### src/rtl/timestamp_mem_loader_pkg.sv
// Shared timing-core definitions for the timestamp/active-pixel table loader.
package timestamp_mem_loader_pkg;

    typedef enum logic {
        LD_LOAD = 1'b0,
        LD_DONE = 1'b1
    } ld_state_t;

    localparam int ACTIVE_BIT = 16;
    localparam int TS_MSB     = 15;
    localparam int MAX_GRP    = 4;

    // Out-of-range frame counts collapse onto the highest physical group.
    function automatic int clamp_grp(input int n, input int max_grp);
        return (n > max_grp) ? max_grp : n;
    endfunction

endpackage

### src/rtl/timestamp_mem_loader_ld_addr_counter.sv
// Address/group counter pair; flags the last entry of a frame and of the whole set.
module ld_addr_counter #(
    parameter int ADDR_W = 11,
    parameter int SEL_W  = 3
) (
    input  logic              clk_i,
    input  logic              nrst_i,
    input  logic              step,
    input  logic [ADDR_W-1:0] last_addr,
    input  logic [SEL_W-1:0]  last_grp,
    output logic [ADDR_W-1:0] addr_cnt,
    output logic [SEL_W-1:0]  grp_cnt,
    output logic              frame_end,
    output logic              set_end
);

    assign frame_end = (addr_cnt == last_addr);
    assign set_end   = frame_end && (grp_cnt == last_grp);

    always_ff @(posedge clk_i or negedge nrst_i) begin
        if (!nrst_i) begin
            addr_cnt <= '0;
            grp_cnt  <= '0;
        end else if (step) begin
            if (frame_end) begin
                addr_cnt <= '0;
                grp_cnt  <= set_end ? '0 : grp_cnt + 1'b1;
            end else begin
                addr_cnt <= addr_cnt + 1'b1;
            end
        end
    end

endmodule

### src/rtl/timestamp_mem_loader.sv
// Shadow-bank writer: streams a table set into groups 0..N, then waits for the bank swap.
module timestamp_mem_loader
    import timestamp_mem_loader_pkg::*;
#(
    parameter int ADDR_W  = 11,
    parameter int DATA_W  = 17,
    parameter int SEL_W   = 3,
    parameter int MAX_GRP = 4
) (
    input  logic              clk_i,
    input  logic              nrst_i,
    input  logic              s_valid_i,
    input  logic [DATA_W-1:0] s_data_i,
    input  logic              s_last_i,
    output logic              s_ready_o,
    input  logic [ADDR_W-1:0] entries_per_frame_i,
    input  logic [SEL_W-1:0]  number_of_frames_i,
    input  logic              update_mem_i,
    output logic [ADDR_W-1:0] waddr_o,
    output logic [DATA_W-1:0] wdata_o,
    output logic              wen_o,
    output logic [SEL_W-1:0]  memory_selector_o,
    output logic              mem_updated_o,
    output logic              load_err_o
);

    ld_state_t         state;
    logic              upd_ref;
    logic              accept;
    logic [SEL_W-1:0]  last_grp;
    logic [ADDR_W-1:0] addr_cnt;
    logic [SEL_W-1:0]  grp_cnt;
    logic              frame_end;
    logic              set_end;

    assign accept   = s_valid_i & s_ready_o;
    assign last_grp = SEL_W'(clamp_grp(int'(number_of_frames_i), MAX_GRP));

    ld_addr_counter #(
        .ADDR_W (ADDR_W),
        .SEL_W  (SEL_W)
    ) u_cnt (
        .clk_i     (clk_i),
        .nrst_i    (nrst_i),
        .step      (accept),
        .last_addr (entries_per_frame_i),
        .last_grp  (last_grp),
        .addr_cnt  (addr_cnt),
        .grp_cnt   (grp_cnt),
        .frame_end (frame_end),
        .set_end   (set_end)
    );

    always_ff @(posedge clk_i or negedge nrst_i) begin
        if (!nrst_i) begin
            state             <= LD_LOAD;
            upd_ref           <= 1'b0;
            s_ready_o         <= 1'b0;
            wen_o             <= 1'b0;
            waddr_o           <= '0;
            wdata_o           <= '0;
            memory_selector_o <= '0;
            mem_updated_o     <= 1'b0;
            load_err_o        <= 1'b0;
        end else begin
            wen_o <= accept;
            if (accept) begin
                waddr_o           <= addr_cnt;
                wdata_o           <= s_data_i;
                memory_selector_o <= grp_cnt;
                if (s_last_i != frame_end)
                    load_err_o <= 1'b1;
            end

            case (state)
                LD_LOAD: begin
                    if (accept && set_end) begin
                        // Reference taken here, so a toggle coincident with the final beat is not a release.
                        state     <= LD_DONE;
                        upd_ref   <= update_mem_i;
                        s_ready_o <= 1'b0;
                    end else begin
                        s_ready_o <= 1'b1;
                    end
                end
                LD_DONE: begin
                    if (update_mem_i != upd_ref) begin
                        state         <= LD_LOAD;
                        mem_updated_o <= 1'b0;
                        s_ready_o     <= 1'b1;
                    end else begin
                        // Rises one cycle after the final write lands.
                        mem_updated_o <= 1'b1;
                    end
                end
                default: state <= LD_LOAD;
            endcase
        end
    end

endmodule

### config.mk
export PLATFORM = sky130hd
export DESIGN_NAME = timestamp_mem_loader
export DESIGN_NICKNAME = d
export VERILOG_FILES = /design/src/rtl/timestamp_mem_loader_pkg.sv /design/src/rtl/timestamp_mem_loader_ld_addr_counter.sv /design/src/rtl/timestamp_mem_loader.sv
export SDC_FILE = /design/constraint.sdc
export NUM_CORES = 1
export LEC_CHECK = 0
export ABC_AREA = 1
export BUFFER_PORTS_ARGS = -buffer_cell sky130_fd_sc_hd__buf_4
export CAP_MARGIN = 20
export CORE_UTILIZATION = 40
export CTS_BUF_LIST = sky130_fd_sc_hd__clkbuf_16
export DETAILED_ROUTE_END_ITERATION = 10
export GPL_TIMING_DRIVEN = 0
export SYNTH_ARGS = -nofsm -noshare
export SYNTH_HDL_FRONTEND = slang
export SYNTH_HIERARCHICAL = 1
export SYNTH_SLANG_ARGS = --single-unit
### constraint.sdc
create_clock -name clk_i -period 3.45 [get_ports clk_i]
set_clock_uncertainty 0.2 [all_clocks]
set_input_delay 0.5175 -clock clk_i [delete_from_list [all_inputs] [get_ports clk_i]]
set_output_delay 0.5175 -clock clk_i [all_outputs]
set_load 0.02 [all_outputs]
== Word-level counts from Yosys, hierarchy flattened ==
Cells that the tools add are included.

* Bits in writable memories: 0
* Word-level logic and storage cells: 35
* ROM bits: 0
* Latch bits: 0
* Memories: 0
* Output and inout port bits: 35
* Register bits after elaboration: 51

* Add/subtract/negate cells: 2
* Divide/modulo/power cells: 0
* Magnitude comparators: 1
* Muxes and demuxes: 9
* Multiply operators: 0
* Bitwise logic cells: 2
* Shifts and indexed selects: 0
* Reductions and logical operators: 5
* Equality and inequality tests: 5

{| class="wikitable"
|+ Operator list
! kind !! count
|-
| 11-bit by 1-bit adder with 11-bit output (second input constant) || 1
|-
| 11-bit equality test || 1
|-
| 11-bit 2-to-1 mux || 1
|-
| 3-bit 2-to-1 mux || 2
|-
| 2-bit AND reduction || 3
|-
| 1-bit 2-to-1 mux || 4
|-
| 1-bit case mux with 2 select lines || 2
|-
| 3-bit by 1-bit adder with 3-bit output (second input constant) || 1
|-
| 3-bit equality test || 1
|-
| 3-bit greater-than comparator (second input constant) || 1
|-
| 1-bit logical AND || 2
|-
| 1-bit != test || 2
|-
| 2-bit by 1-bit != test with 1-bit output (second input constant) || 1
|-
| 1-bit bitwise AND || 1
|-
| 1-bit inverter || 1
|}

== Longest topological paths before layout ==
* Depth in word-level cells: 7
* Gate-level depth with buffers: 12

== Cells and area by module ==
Netlist, hierarchy kept.

{| class="wikitable"
|+ Modules (own cells, without submodules)
! module !! seq. area each (µm²) !! instances !! area an instance (µm²) !! cells an instance
|-
| timestamp_mem_loader || 925.9 || 1 || 1495.2 || 167
|-
| ld_addr_counter || 350.3 || 1 || 1012.2 || 148
|}

== Worst setup path before layout ==
No wires, ideal clock.

* Path type: register to register
* Start point: register s_ready_o
* End point: register u_cnt.addr_cnt[8]
* Data required time: 3.187 ns
* Data arrival time: 1.641 ns
* Path slack: 1.547 ns
* Path buffers: 2
* Clock period less this slack: 1.903 ns
* Cell stages (with the launch flop): 12
* Setup time: 0.063 ns
* Cells stage by stage: dfrtp_1 > nand2_4 > inv_6 > buf_12 > buf_6 > nand2_4 > nor2_2 > nand4_1 > nor2_2 > xor2_1 > nand2_1 > inv_1

* Word-level cells in the longest chain between the ends: 1

{| class="wikitable"
|+ RTL lines
! item !! RTL line !! RTL
|-
| start: declaration || timestamp_mem_loader.sv:15 || <nowiki>output logic s_ready_o,</nowiki>
|-
| start signal: assignment || timestamp_mem_loader.sv:58 || <nowiki>s_ready_o <= 1'b0;</nowiki>
|-
| start signal: assignment || timestamp_mem_loader.sv:81 || <nowiki>s_ready_o <= 1'b0;</nowiki>
|-
| start signal: assignment || timestamp_mem_loader.sv:83 || <nowiki>s_ready_o <= 1'b1;</nowiki>
|-
| 1-bit bitwise AND || timestamp_mem_loader.sv:36 || <nowiki>assign accept = s_valid_i & s_ready_o;</nowiki>
|-
| via accept || timestamp_mem_loader.sv:29 || <nowiki>logic accept;</nowiki>
|-
| end signal: assignment || timestamp_mem_loader_ld_addr_counter.sv:29 || <nowiki>addr_cnt <= addr_cnt + 1'b1;</nowiki>
|-
| end: declaration || timestamp_mem_loader_ld_addr_counter.sv:11 || <nowiki>output logic [ADDR_W-1:0] addr_cnt,</nowiki>
|}

The timed path passes the listed nets, and every way through them passes these cells.
A chain may end at the register's enable or synchronous reset.

== Worst setup path in the final report ==
* Start point: register s_ready_o
* End point: register u_cnt.addr_cnt[9]

Same word-level chain as after synthesis.

==> impl_metrics.csv <==
group,metric,value,unit
grt,antenna_found_initial,0,
grt,grt_max_degree,52,
synthesis,yosysTopAreaCellShare,0.509,
route,drt_iter0_drc,97,
status,outcome,"finished, final reports clean",
timing,fin_tns_setup,0,ns
power,p_clk_frac,0.303,
synthesis,yosysSeqAreaShare,0.509,
cells_and_area,drive_gt1_frac,0.267,
grt,grtUsageMet3,0.0393,
cells_and_area,diodes,0,
clock_network,clk_pin_slew,0.07,ns
worst_hold_path,worstHoldPathType,"input port to asynchronous set/reset pin",
synthesis,postSynthCellCount,315,
power,seq_power_share,0.436,
timing,worst_pin_slew,0.651,ns
route,vias,2100,
worst_setup_path,rr_worst_depth,12,
clock_network,cts_made_buffers,5,
synthesis,ys_top_cells_by_area,"dfrtp_1 (51%), nand2_1 (22%), inv_1 (5.8%)",
grt,grt_usage,0.171,
grt,grt_pass1_wl,8.58,mm
cells_and_area,final_common_cell,"nand2_1",
route,routed_wl,5.23,mm
cells_and_area,finalNetCount,430,
floorplanning,start_util,0.419,
cells_and_area,seq_area,0.00128,mm2
power,p_int,0.00125,W
worst_setup_path,worstPathArrival,2.04,ns
route,drt_pre_antenna_iters,4,
cells_and_area,nFillCells,584,
floorplanning,core,0.00599,mm2
synthesis,synth_seq_cells,51,
grt,met2_usage,0.274,
clock_network,clock-root-buffer,"clkbuf_16",
worst_setup_path,required,3.47,ns
cells_and_area,final_cell_mix,"nand2_1 (146), buf_4 (70), dfrtp_1 (51)",
floorplanning,io_pins,71,
power,switchingPower,0.000582,W
clock_network,htreeDepth,2,
timing,setup-violations-final,0,
place,gp_congestion,0.757,
route,antenna_left,0,
worst_setup_path,crit_start,"s_ready_o",
timing,fin_crit,2.03,ns
clock_network,hold_buffers,0,
place,hpwlAfterDp,3.90,mm
floorplanning,row_count,28,
synthesis,synth_area,0.00251,mm2
worst_setup_path,crit_fanout,11,
grt,grt-ovfl-total,0,
clock_network,cts_resized,0,
place,place_inst,460,
worst_setup_path,timing.critical_path.to_type,"flip-flop",
worst_setup_path,timing.rr.start,"s_ready_o",
floorplanning,die_h,81.2,um
route,viasPerCell,4.49,
power,p_comb_frac,0.261,
grt,busiest_layer,"met2",
floorplanning,die_area,0.00659,mm2
cells_and_area,multi_input_area,992,um2
place,pre_cts_ws,1.28,ns
cells_and_area,area_delta_synth_final,31.4,%
power,p_leak,1.87,nW
power,power,0.00183,W
synthesis,yosys_warnings,6,
worst_setup_path,crit_end,"u_cnt/addr_cnt[9]",
synthesis,synth_largest_area_cell,"dfrtp_1",
route,drc,0,
clock_network,cts_tree,"built",
route,wl_per_cell,11.2,um
place,io_buffers,70,
timing,hold_viol_final,0,
power,vdd_drop_max,267,uV
grt,use_met1,0.233,
worst_setup_path,reg2reg_to,"u_cnt/addr_cnt[9]",
synthesis,avgSynthCellArea,7.96,um2
grt,grt_pass1_vias,1857,
timing,rsz0062_at_grt,"false",
cells_and_area,finalNonFillerCells,468,
synthesis,synth_nets,353,
timing,slew-limit-headroom,0.566,
clock_network,clk-insertion-delay-late,0.28,ns
timing,fin_crit_sh,0.587,
synthesis,ys_types,22,
floorplanning,die_x,81.2,um
job,maxCapViolations,0,
power,p_per_area,556,mW/mm2
worst_setup_path,crit_type,"flip-flop to flip-flop",
timing,fin_ws,1.42,ns
timing,finalMaxSlewViolations,0,
clock_network,post_cts_buffers,0,
power,swShare,0.318,
worst_setup_path,startpoint_type,"flip-flop",
timing,fmax,0.493,GHz
worst_setup_path,r2r_slack,1.42,ns
clock_network,cts_buffer_depth,2,
timing,holdWs,0.0532,ns
clock_network,numClockSinks,51,
how the worst min path moves through the flow:
stage               startpoint          to  slack [ns]  cells after the start
finish                  nrst_i  wdata_o[2]        0.05                      1
global route            nrst_i  wdata_o[2]        0.12                      1
floorplan               nrst_i  load_err_o        0.02                      0
CTS                     nrst_i  wdata_o[2]        0.09                      1
detailed placement  load_err_o  load_err_o        0.25                      2
global placement    load_err_o  load_err_o        0.25                      2
routing by layer:
metal,share of wire,vias up
met5,0,-
met1,0.50,952
met3,0.053,4
met4,0.0054,0
li1,-,1089
met2,0.44,55
critical path: stages (launching register included):
cell,delay [ns]
dfrtp_1,0.41
nand2_4,0.11
inv_6,0.11
buf_12,0.15
buf_6,0.15
nand3_1,0.11
inv_1,0.13
nand4_1,0.11
nor2_1,0.21
nand2_1,0.08
nand2_1,0.06
nand2_1,0.04
nor2_1,0.07
flip-flops by register name, indices dropped and copies added, names as in the netlist:
name	cells
wen_o	1
memory_selector_o	3
u_cnt/grp_cnt	3
load_err_o	1
waddr_o	11
s_ready_o	1
upd_ref	1
wdata_o	17
state	1
mem_updated_o	1
u_cnt/addr_cnt	11
power by group through the flow:
stage / Combinational, W / Clock [W] / Sequential [W]
2_1_floorplan: 0.000244 / 0 / 0.000853
3_3_place_gp: 0.000476 / 0 / 0.000809
3_5_place_dp: 0.000482 / 0 / 0.000811
4_1_cts: 0.000485 / 0.000565 / 0.000800
5_1_grt: 0.000537 / 0.000594 / 0.000816
6_report: 0.000478 / 0.000555 / 0.000799
stage by stage:
stage          instance area, um2  utilization
2_1_floorplan                2510            -
3_3_place_gp                 3130        0.522
3_5_place_dp                 3130        0.522
4_1_cts                      3300        0.550
5_1_grt                      3300        0.550
6_report                     3300        0.550
area by class of cell:
class / count / area share
inverters: 40 / 0.0471
well taps: 75 / 0.0285
multi-input cells: 215 / 0.301
flip-flops and latches: 51 / 0.387
clock buffers: 5 / 0.0380
clock inverters: 3 / 0.0133
repair buffers: 70 / 0.159
plain buffers: 9 / 0.0254
cells by family (layout without fill, tap and decap cells):
family | after synthesis | count (layout) | share of synthesized area
AOI/OAI and AO/OA | 4 | 4 | 0.00948
xor gates and xnor gates | 13 | 13 | 0.0454
adders and majority gates | 2 | 2 | 0.00998
buffers and inverters | 49 | 127 | 0.0953
DFF | 51 | 51 | 0.509
and+or+nand+nor | 196 | 196 | 0.331
synthesized netlist by cell type (all sizes together):
cell and instances:
o21ai 3, nand4 4, xnor2 8, xor2 5
dfrtp 51, nand3b 1, a31o 1, inv 40
nand3 16, nand2b 1, nand2 157, ha 2
buf 8, nor2 17, clkbuf 1
(Power assumes the default switching activity.)
